===== config.mk =====
export PLATFORM = sky130hd
export DESIGN_NAME = nitta_spi_tx_arbiter_flat
export DESIGN_NICKNAME = d
export VERILOG_FILES = /design/src/rtl/nitta_spi_tx_arbiter_if.sv /design/src/rtl/nitta_spi_tx_arbiter.sv /design/src/flat_wrapper.sv
export SDC_FILE = /design/constraint.sdc
export NUM_CORES = 1
export LEC_CHECK = 0
export BUFFER_PORTS_ARGS = -buffer_cell sky130_fd_sc_hd__buf_2
export CAP_MARGIN = 15
export CORE_ASPECT_RATIO = 1.5
export CORE_MARGIN = 2
export CORE_UTILIZATION = 53
export CTS_BUF_LIST = sky130_fd_sc_hd__clkbuf_16
export DETAILED_ROUTE_END_ITERATION = 10
export PLACE_DENSITY = 0.85
export RECOVER_POWER = 25
export SYNTH_ARGS = -nofsm -noshare
export SYNTH_HDL_FRONTEND = slang
export SYNTH_SLANG_ARGS = --single-unit

===== constraint.sdc =====
create_clock -name clk -period 4.1 [get_ports clk]
set_input_delay 1.025 -clock clk [delete_from_list [all_inputs] [get_ports clk]]
set_output_delay 1.025 -clock clk [all_outputs]
set_load 0.05 [all_outputs]

===== src/rtl/nitta_spi_tx_arbiter_if.sv =====
// Bundle between the NITTA requesters / SPI master and the transmit arbiter.
// The arbiter takes the slave view; stimulus or surrounding logic takes the master view.
interface nitta_spi_tx_arbiter_if #(
    parameter int DATA_WIDTH     = 32,
    parameter int SPI_DATA_WIDTH = 8,
    parameter int N_REQ          = 2
);
    logic [N_REQ-1:0]            req;
    logic [N_REQ*DATA_WIDTH-1:0] data_in;
    logic [N_REQ-1:0]            grant;
    logic [N_REQ-1:0]            ack;
    logic [SPI_DATA_WIDTH-1:0]   to_spi;
    logic                        spi_valid;
    logic                        spi_ready;
    logic                        busy;

    modport master (
        output req, data_in, spi_ready,
        input  grant, ack, to_spi, spi_valid, busy
    );

    modport slave (
        input  req, data_in, spi_ready,
        output grant, ack, to_spi, spi_valid, busy
    );
endinterface


===== src/rtl/nitta_spi_tx_arbiter.sv =====
// Round-robin arbiter feeding one SPI transmit lane: latches the granted word
// and streams it MSB chunk first, one chunk per spi_ready strobe, then acks.
module nitta_spi_tx_arbiter #(
    parameter int DATA_WIDTH     = 32,
    parameter int SPI_DATA_WIDTH = 8,
    parameter int N_REQ          = 2
) (
    input  logic                 clk,
    input  logic                 rst,
    nitta_spi_tx_arbiter_if.slave bus
);
    localparam int CHUNKS = DATA_WIDTH / SPI_DATA_WIDTH;
    localparam int CW     = (CHUNKS > 1) ? $clog2(CHUNKS) : 1;
    localparam logic [CW-1:0] LAST_CHUNK = CW'(CHUNKS - 1);

    generate
        if ((DATA_WIDTH % SPI_DATA_WIDTH) != 0 || CHUNKS < 1 || N_REQ < 1 || N_REQ > 8) begin : g_bad_params
            $error("nitta_spi_tx_arbiter: illegal DATA_WIDTH/SPI_DATA_WIDTH/N_REQ combination");
        end
    endgenerate

    typedef enum logic {IDLE, SEND} state_t;

    state_t                state_reg;
    logic [N_REQ-1:0]      grant_reg;
    logic [N_REQ-1:0]      ack_reg;
    logic [N_REQ-1:0]      last_oh_reg;
    logic [DATA_WIDTH-1:0] shift_reg;
    logic [CW-1:0]         cnt_reg;
    logic                  valid_reg;

    // Requesters strictly above the last winner get first pick; if none of
    // them is asking, wrap around and take the lowest requesting index.
    logic [N_REQ-1:0] above_mask;
    logic [N_REQ-1:0] masked_req;
    logic [N_REQ-1:0] win_oh;

    assign above_mask = ~((last_oh_reg << 1) - N_REQ'(1));
    assign masked_req = bus.req & above_mask;
    assign win_oh     = (|masked_req) ? (masked_req & (~masked_req + N_REQ'(1)))
                                      : (bus.req & (~bus.req + N_REQ'(1)));

    logic [DATA_WIDTH-1:0] sel_word [N_REQ];
    logic [DATA_WIDTH-1:0] win_word;

    generate
        for (genvar gi = 0; gi < N_REQ; gi++) begin : g_sel
            assign sel_word[gi] = {DATA_WIDTH{win_oh[gi]}} & bus.data_in[gi*DATA_WIDTH +: DATA_WIDTH];
        end
    endgenerate

    always_comb begin
        win_word = '0;
        for (int k = 0; k < N_REQ; k++) begin
            win_word = win_word | sel_word[k];
        end
    end

    always_ff @(posedge clk or negedge rst) begin
        if (!rst) begin
            state_reg   <= IDLE;
            grant_reg   <= '0;
            ack_reg     <= '0;
            shift_reg   <= '0;
            cnt_reg     <= '0;
            valid_reg   <= 1'b0;
            last_oh_reg <= N_REQ'(1) << (N_REQ - 1);
        end else begin
            ack_reg <= '0;
            case (state_reg)
                IDLE: begin
                    if (|bus.req) begin
                        grant_reg <= win_oh;
                        shift_reg <= win_word;
                        cnt_reg   <= '0;
                        valid_reg <= 1'b1;
                        state_reg <= SEND;
                    end
                end
                SEND: begin
                    if (bus.spi_ready) begin
                        if (cnt_reg == LAST_CHUNK) begin
                            ack_reg     <= grant_reg;
                            last_oh_reg <= grant_reg;
                            grant_reg   <= '0;
                            shift_reg   <= '0;
                            valid_reg   <= 1'b0;
                            state_reg   <= IDLE;
                        end else begin
                            shift_reg <= shift_reg << SPI_DATA_WIDTH;
                            cnt_reg   <= cnt_reg + CW'(1);
                        end
                    end
                end
                default: state_reg <= IDLE;
            endcase
        end
    end

    assign bus.grant     = grant_reg;
    assign bus.ack       = ack_reg;
    assign bus.to_spi    = shift_reg[DATA_WIDTH-1 -: SPI_DATA_WIDTH];
    assign bus.spi_valid = valid_reg;
    assign bus.busy      = valid_reg;
endmodule


===== src/flat_wrapper.sv =====
// flat-port wrapper written by rule: the top's interface ports become plain ports
module nitta_spi_tx_arbiter_flat 
#(
    parameter int DATA_WIDTH     = 32,
    parameter int SPI_DATA_WIDTH = 8,
    parameter int N_REQ          = 2
)
  (clk, rst, bus_req, bus_data_in, bus_spi_ready, bus_grant, bus_ack, bus_to_spi, bus_spi_valid, bus_busy);
  nitta_spi_tx_arbiter_if #(.DATA_WIDTH(DATA_WIDTH), .SPI_DATA_WIDTH(SPI_DATA_WIDTH), .N_REQ(N_REQ)) bus_i ();
  input  logic clk;
  input  logic rst;
  input wire logic [$bits(bus_i.req)-1:0] bus_req;
  input wire logic [$bits(bus_i.data_in)-1:0] bus_data_in;
  input wire logic [$bits(bus_i.spi_ready)-1:0] bus_spi_ready;
  output wire logic [$bits(bus_i.grant)-1:0] bus_grant;
  output wire logic [$bits(bus_i.ack)-1:0] bus_ack;
  output wire logic [$bits(bus_i.to_spi)-1:0] bus_to_spi;
  output wire logic [$bits(bus_i.spi_valid)-1:0] bus_spi_valid;
  output wire logic [$bits(bus_i.busy)-1:0] bus_busy;
  assign bus_i.req = bus_req;
  assign bus_i.data_in = bus_data_in;
  assign bus_i.spi_ready = bus_spi_ready;
  assign bus_grant = bus_i.grant;
  assign bus_ack = bus_i.ack;
  assign bus_to_spi = bus_i.to_spi;
  assign bus_spi_valid = bus_i.spi_valid;
  assign bus_busy = bus_i.busy;
  nitta_spi_tx_arbiter #(.DATA_WIDTH(DATA_WIDTH), .SPI_DATA_WIDTH(SPI_DATA_WIDTH), .N_REQ(N_REQ)) u_core (.clk(clk), .rst(rst), .bus(bus_i));
endmodule

After elaboration in Yosys (flattened, before gate mapping)
Cells that the tools add are included.
- output and inout port bits: 14
- flip-flop bits (word level): 41
- word-level logic and storage cells: 56
- input bits: 69
- bitwise gates (word level): 10
- equality and inequality tests: 5
- $add $sub $neg: 4
- multiplexer cells: 24
- reductions and logical operators: 6
- operator list (kind ; count):
    32-bit 2-to-1 mux ; 3
    32-bit bitwise AND ; 2
    32-bit one-hot mux with 2 select lines ; 1
    32-bit OR ; 1
    2-bit 2-to-1 mux ; 10
    3-bit AND reduction ; 3
    2-bit one-hot mux with 2 select lines ; 2
    2-bit by 1-bit adder with 2-bit output (second input constant) ; 3
    2-bit bitwise AND ; 3
    1-bit 2-to-1 mux ; 6
    2-bit inequality test (second input constant) ; 3
    2-bit NOT ; 3
    1-bit one-hot mux with 2 select lines ; 2
    2-bit OR reduction ; 2
    2-bit equality test (second input constant) ; 1
    2-bit by 1-bit inequality test with 1-bit output (second input constant) ; 1
    2-bit AND reduction ; 1
    2-bit by 1-bit subtractor with 2-bit output (second input constant) ; 1
    1-bit NOT ; 1

Longest topological paths before layout
- word-level depth: 11
- depth in mapped cells: 6
- gate-level depth less buffers: 4

Worst setup path before layout
Ideal clock, no wire load.
- path kind: input to register
- from: in bus_req[1]
- to: reg u_core.shift_reg[21]
- buffers on the path: 2
- arrival time: 1819 ps
- library setup time: 126 ps
- path slack: 2155 ps
- data required time: 3974 ps
- cell stages on the path: 5
- cells stage by stage: buf_4 a21bo_1 buf_4 nor3b_1 o32a_1
- cells in the longest elaborated chain, start to end: 9
- elaborated cells on any way between the ends: 17
- those cells by class: add/sub: 2; eq/ne: 1; mux: 3; bitwise: 8; reduce/logical: 3
- ends and longest elaborated chain (what ; line ; RTL):
    start, declared ; flat_wrapper.sv:12 ; input wire logic [$bits(bus_i.req)-1:0] bus_req;
    2-bit bitwise AND ; nitta_spi_tx_arbiter.sv:39 ; assign masked_req = bus.req & above_mask;
    2-bit NOT ; nitta_spi_tx_arbiter.sv:40 ; assign win_oh = (|masked_req) ? (masked_req & (~masked_req + N_REQ'(1)))
    2-bit by 1-bit adder with 2-bit output ; nitta_spi_tx_arbiter.sv:40 ;
    2-bit bitwise AND ; nitta_spi_tx_arbiter.sv:40 ;
    2-bit 2-to-1 mux ; nitta_spi_tx_arbiter.sv:40 ;
    32-bit bitwise AND ; nitta_spi_tx_arbiter.sv:48 ; assign sel_word[gi] = {DATA_WIDTH{win_oh[gi]}} & bus.data_in[gi*DATA_WIDTH +: DATA_WIDTH];
    32-bit OR ; nitta_spi_tx_arbiter.sv:55 ; win_word = win_word | sel_word[k];
    32-bit 2-to-1 mux ; nitta_spi_tx_arbiter.sv:72 ; if (|bus.req) begin
    32-bit one-hot mux with 2 select lines ; nitta_spi_tx_arbiter.sv:70 ; case (state_reg)
    end signal, assigned ; nitta_spi_tx_arbiter.sv:74 ; shift_reg <= win_word;
    end signal, assigned ; nitta_spi_tx_arbiter.sv:90 ; shift_reg <= shift_reg << SPI_DATA_WIDTH;
    end, declared ; nitta_spi_tx_arbiter.sv:28 ; logic [DATA_WIDTH-1:0] shift_reg;
Several ways; a longest one is shown, not always the timed one. The select of a mux whose other input is x is not followed.
A chain may end at the register's enable or synchronous reset.

==> qor.yml <==
arrival_ns: 2.58
ys.flop_type: "dfrtp_1"
grt_overflow: 0
dieWidth_um: 57.7
core.rowCount: 29
vias: 2043
largest_reg_flops: 32
n_antenna_cell: 0
cpPeakStageDelay_ns: 1.54
drive_above_1_share_pct: 33.8
clockBufferDepth: 2
nNetsFinal: 356
cap_violations: 1
crit_type: "primary input to asynchronous set/reset pin"
mostFrequentLayoutCell: "buf_2"
seq_power_share_pct: 36.2
port-buffer-count: 82
syn_area_per_cell_um2: 10.2
synth_warnings: 0
fin_setup_tns_ns: 0
min_period_ns: 2.63
power_density_nw_per_um2: 675
hp-class: "flip-flop to flip-flop"
synth-async-reset-ratio_pct: 100
cts_root_buf: "clkbuf_16"
critPathLaunchType: "primary input"
min_period_over_period_pct: 64.3
wirelength_um: 5690
dieArea_um2: 4890
drv_slew: 42
synth_area_um2: 2300
ys_ff_latch: 41
power.share.switching_pct: 39.7
core-area_um2: 4210
setup_viol: 0
numCtsBuffers: 5
utilization_pct: 65.5
synth_enable_flop_cells: 0
rsz0062_at_grt: "false"
firstDrtPassIters: 4
synth_cells: 225
critPathBufInv: 1
worst_clock_skew_ns: 0.00410
tightest_slew_ns: 2.19
p_total_mw: 1.86
crit_family: "buffers and inverters"
worstPathCellList: "clkbuf_1"
post_cts_buffers: 0
final_cell_mix: "81 x buf_2, 41 x dfrtp_1, 27 x nor3b_1, 18 x nand2_1"
grt_pass1_wl_um: 9290
irDropWorstVdd_uv: 507
status: "finished, violations left"
hold_buffers: 0
antenna_found_initial: 0
initial_core_util_pct: 54.5
htree_levels: 2
drt-met1-wl_um: 2270
internal_power_mw: 1.12
hpwlAfterDp_um: 3990
wl_met2_um: 2960
gr-usage-all-layers_pct: 24.6
cts_tree: "yes"
dr_wl_met3_um: 333
critPathRequiredTime_ns: 4.04
final-hold-violation-count: 0
syn2layout_area_growth_pct: 20.1
worstSkewPairLatency_ns: 0.28
ys_seq_area_share_pct: 44.7
drtAntennaViolNets: 0
grt_max_degree: 42
path_max_fanout: 41
grt_pass1_vias: 1986
fmax_mhz: 380
end_kind: "asynchronous set/reset pin"
crit_path_top_delay_cell: "clkbuf_1"
drt_iter0_drc: 69
path_clk_slew_ns: 0.06
p_sw_mw: 0.739
timing.slew.headroom_pct: -45.9
synthDistinctLibCells: 34
wl_per_cell_um: 17.1
gp_congestion: 0.879
drcViolationCount: 0
syn-num-nets: 295
chipHeight_um: 84.6
p_comb_share_pct: 40.3
clock-sinks: 41
violations: "max-capacitance violations, max-slew violations"
num_io_pins: 83
maxUsedRoutingLayer: "met4"
vias_per_cell: 6.14
cellLeakagePower_nw: 1.24
pwr-share-clk_pct: 23.5
ctsResizeCount: 0
[cell type report]
| type | instances | area [um2] |
|---|---|---|
| fillers | 355 | 1450 |
| clock buffers | 5 | 125 |
| well taps | 46 | 57.6 |
| flip-flops and latches | 41 | 1030 |
| multi-input cells | 153 | 1080 |
| clock inverters | 3 | 37.5 |
| repair buffers | 85 | 432 |
[cells by family after synthesis]
family                     after synthesis  synth area share, %
AOI/OAI and AO/OA                       82                 27.2
adders and majority gates                1                0.545
buffers and inverters                   31                 8.34
DFF                                     41                 44.7
and+or+nand+nor                         70                 19.2
[layer usage]
layer	vias up	track usage, %
li1	972	-
met1	979	29.2
met2	81	43.0
met3	11	4.78
met4	0	9.51
met5	-	0
[final timing paths]
| path | slack, ns | depth (start not counted) | startpoint | to |
|---|---|---|---|---|
| worst min register to register | 0.50 | 1 | u_core.bus.busy | u_core.bus.busy |
| worst min-delay path | 0.50 | 1 | u_core.bus.busy | u_core.bus.busy |
| min in group asynchronous | 1.38 | 1 | rst | u_core.bus.ack[1] |
| worst max-delay path | 1.47 | 1 | rst | u_core.shift_reg[17] |
| max in group clk | 1.80 | 5 | bus_req[1] | u_core.cnt_reg[0] |
| worst max register to register | 2.21 | 3 | u_core.state_reg | u_core.shift_reg[18] |
[power groups by stage]
stage	Sequential [mW]	Combinational, mW	Clock [mW]
3_5_place_dp	0.676	0.751	0
2_1_floorplan	0.683	0.616	0
5_1_grt	0.692	0.815	0.457
4_1_cts	0.671	0.755	0.438
3_3_place_gp	0.671	0.730	0
6_report	0.674	0.750	0.437
[cells in the mapped netlist, types with 2 or more instances]
library cell  number  area, um2
buf_6              2       22.5
a21oi_1           11       55.1
o211ai_1          14        105
buf_2              9       45.0
nor2_1             3       11.3
nor3b_1           27        203
nand2b_1          12       75.1
o21ai_0           14       70.1
and3_1             2       12.5
o32a_1            10        100
dfrtp_1           41       1030
a221o_1            8       80.1
buf_4             13       97.6
a21o_1             2       15.0
a32oi_1           14        123
clkbuf_1           7       26.3
nand2_1           18       67.6
a31o_2             2       17.5
[per-stage QoR]
stage          hold WS (ns)  area [um2]  setup slack (ns)  instances
2_1_floorplan         0.456        2300              2.16        225
3_3_place_gp          0.479        2590              1.59        325
3_5_place_dp          0.484        2590              1.55        325
4_1_cts               0.497        2760              1.83        333
5_1_grt               0.511        2760             0.977        333
6_report              0.496        2760              1.47        333
(Power assumes the default switching activity.)
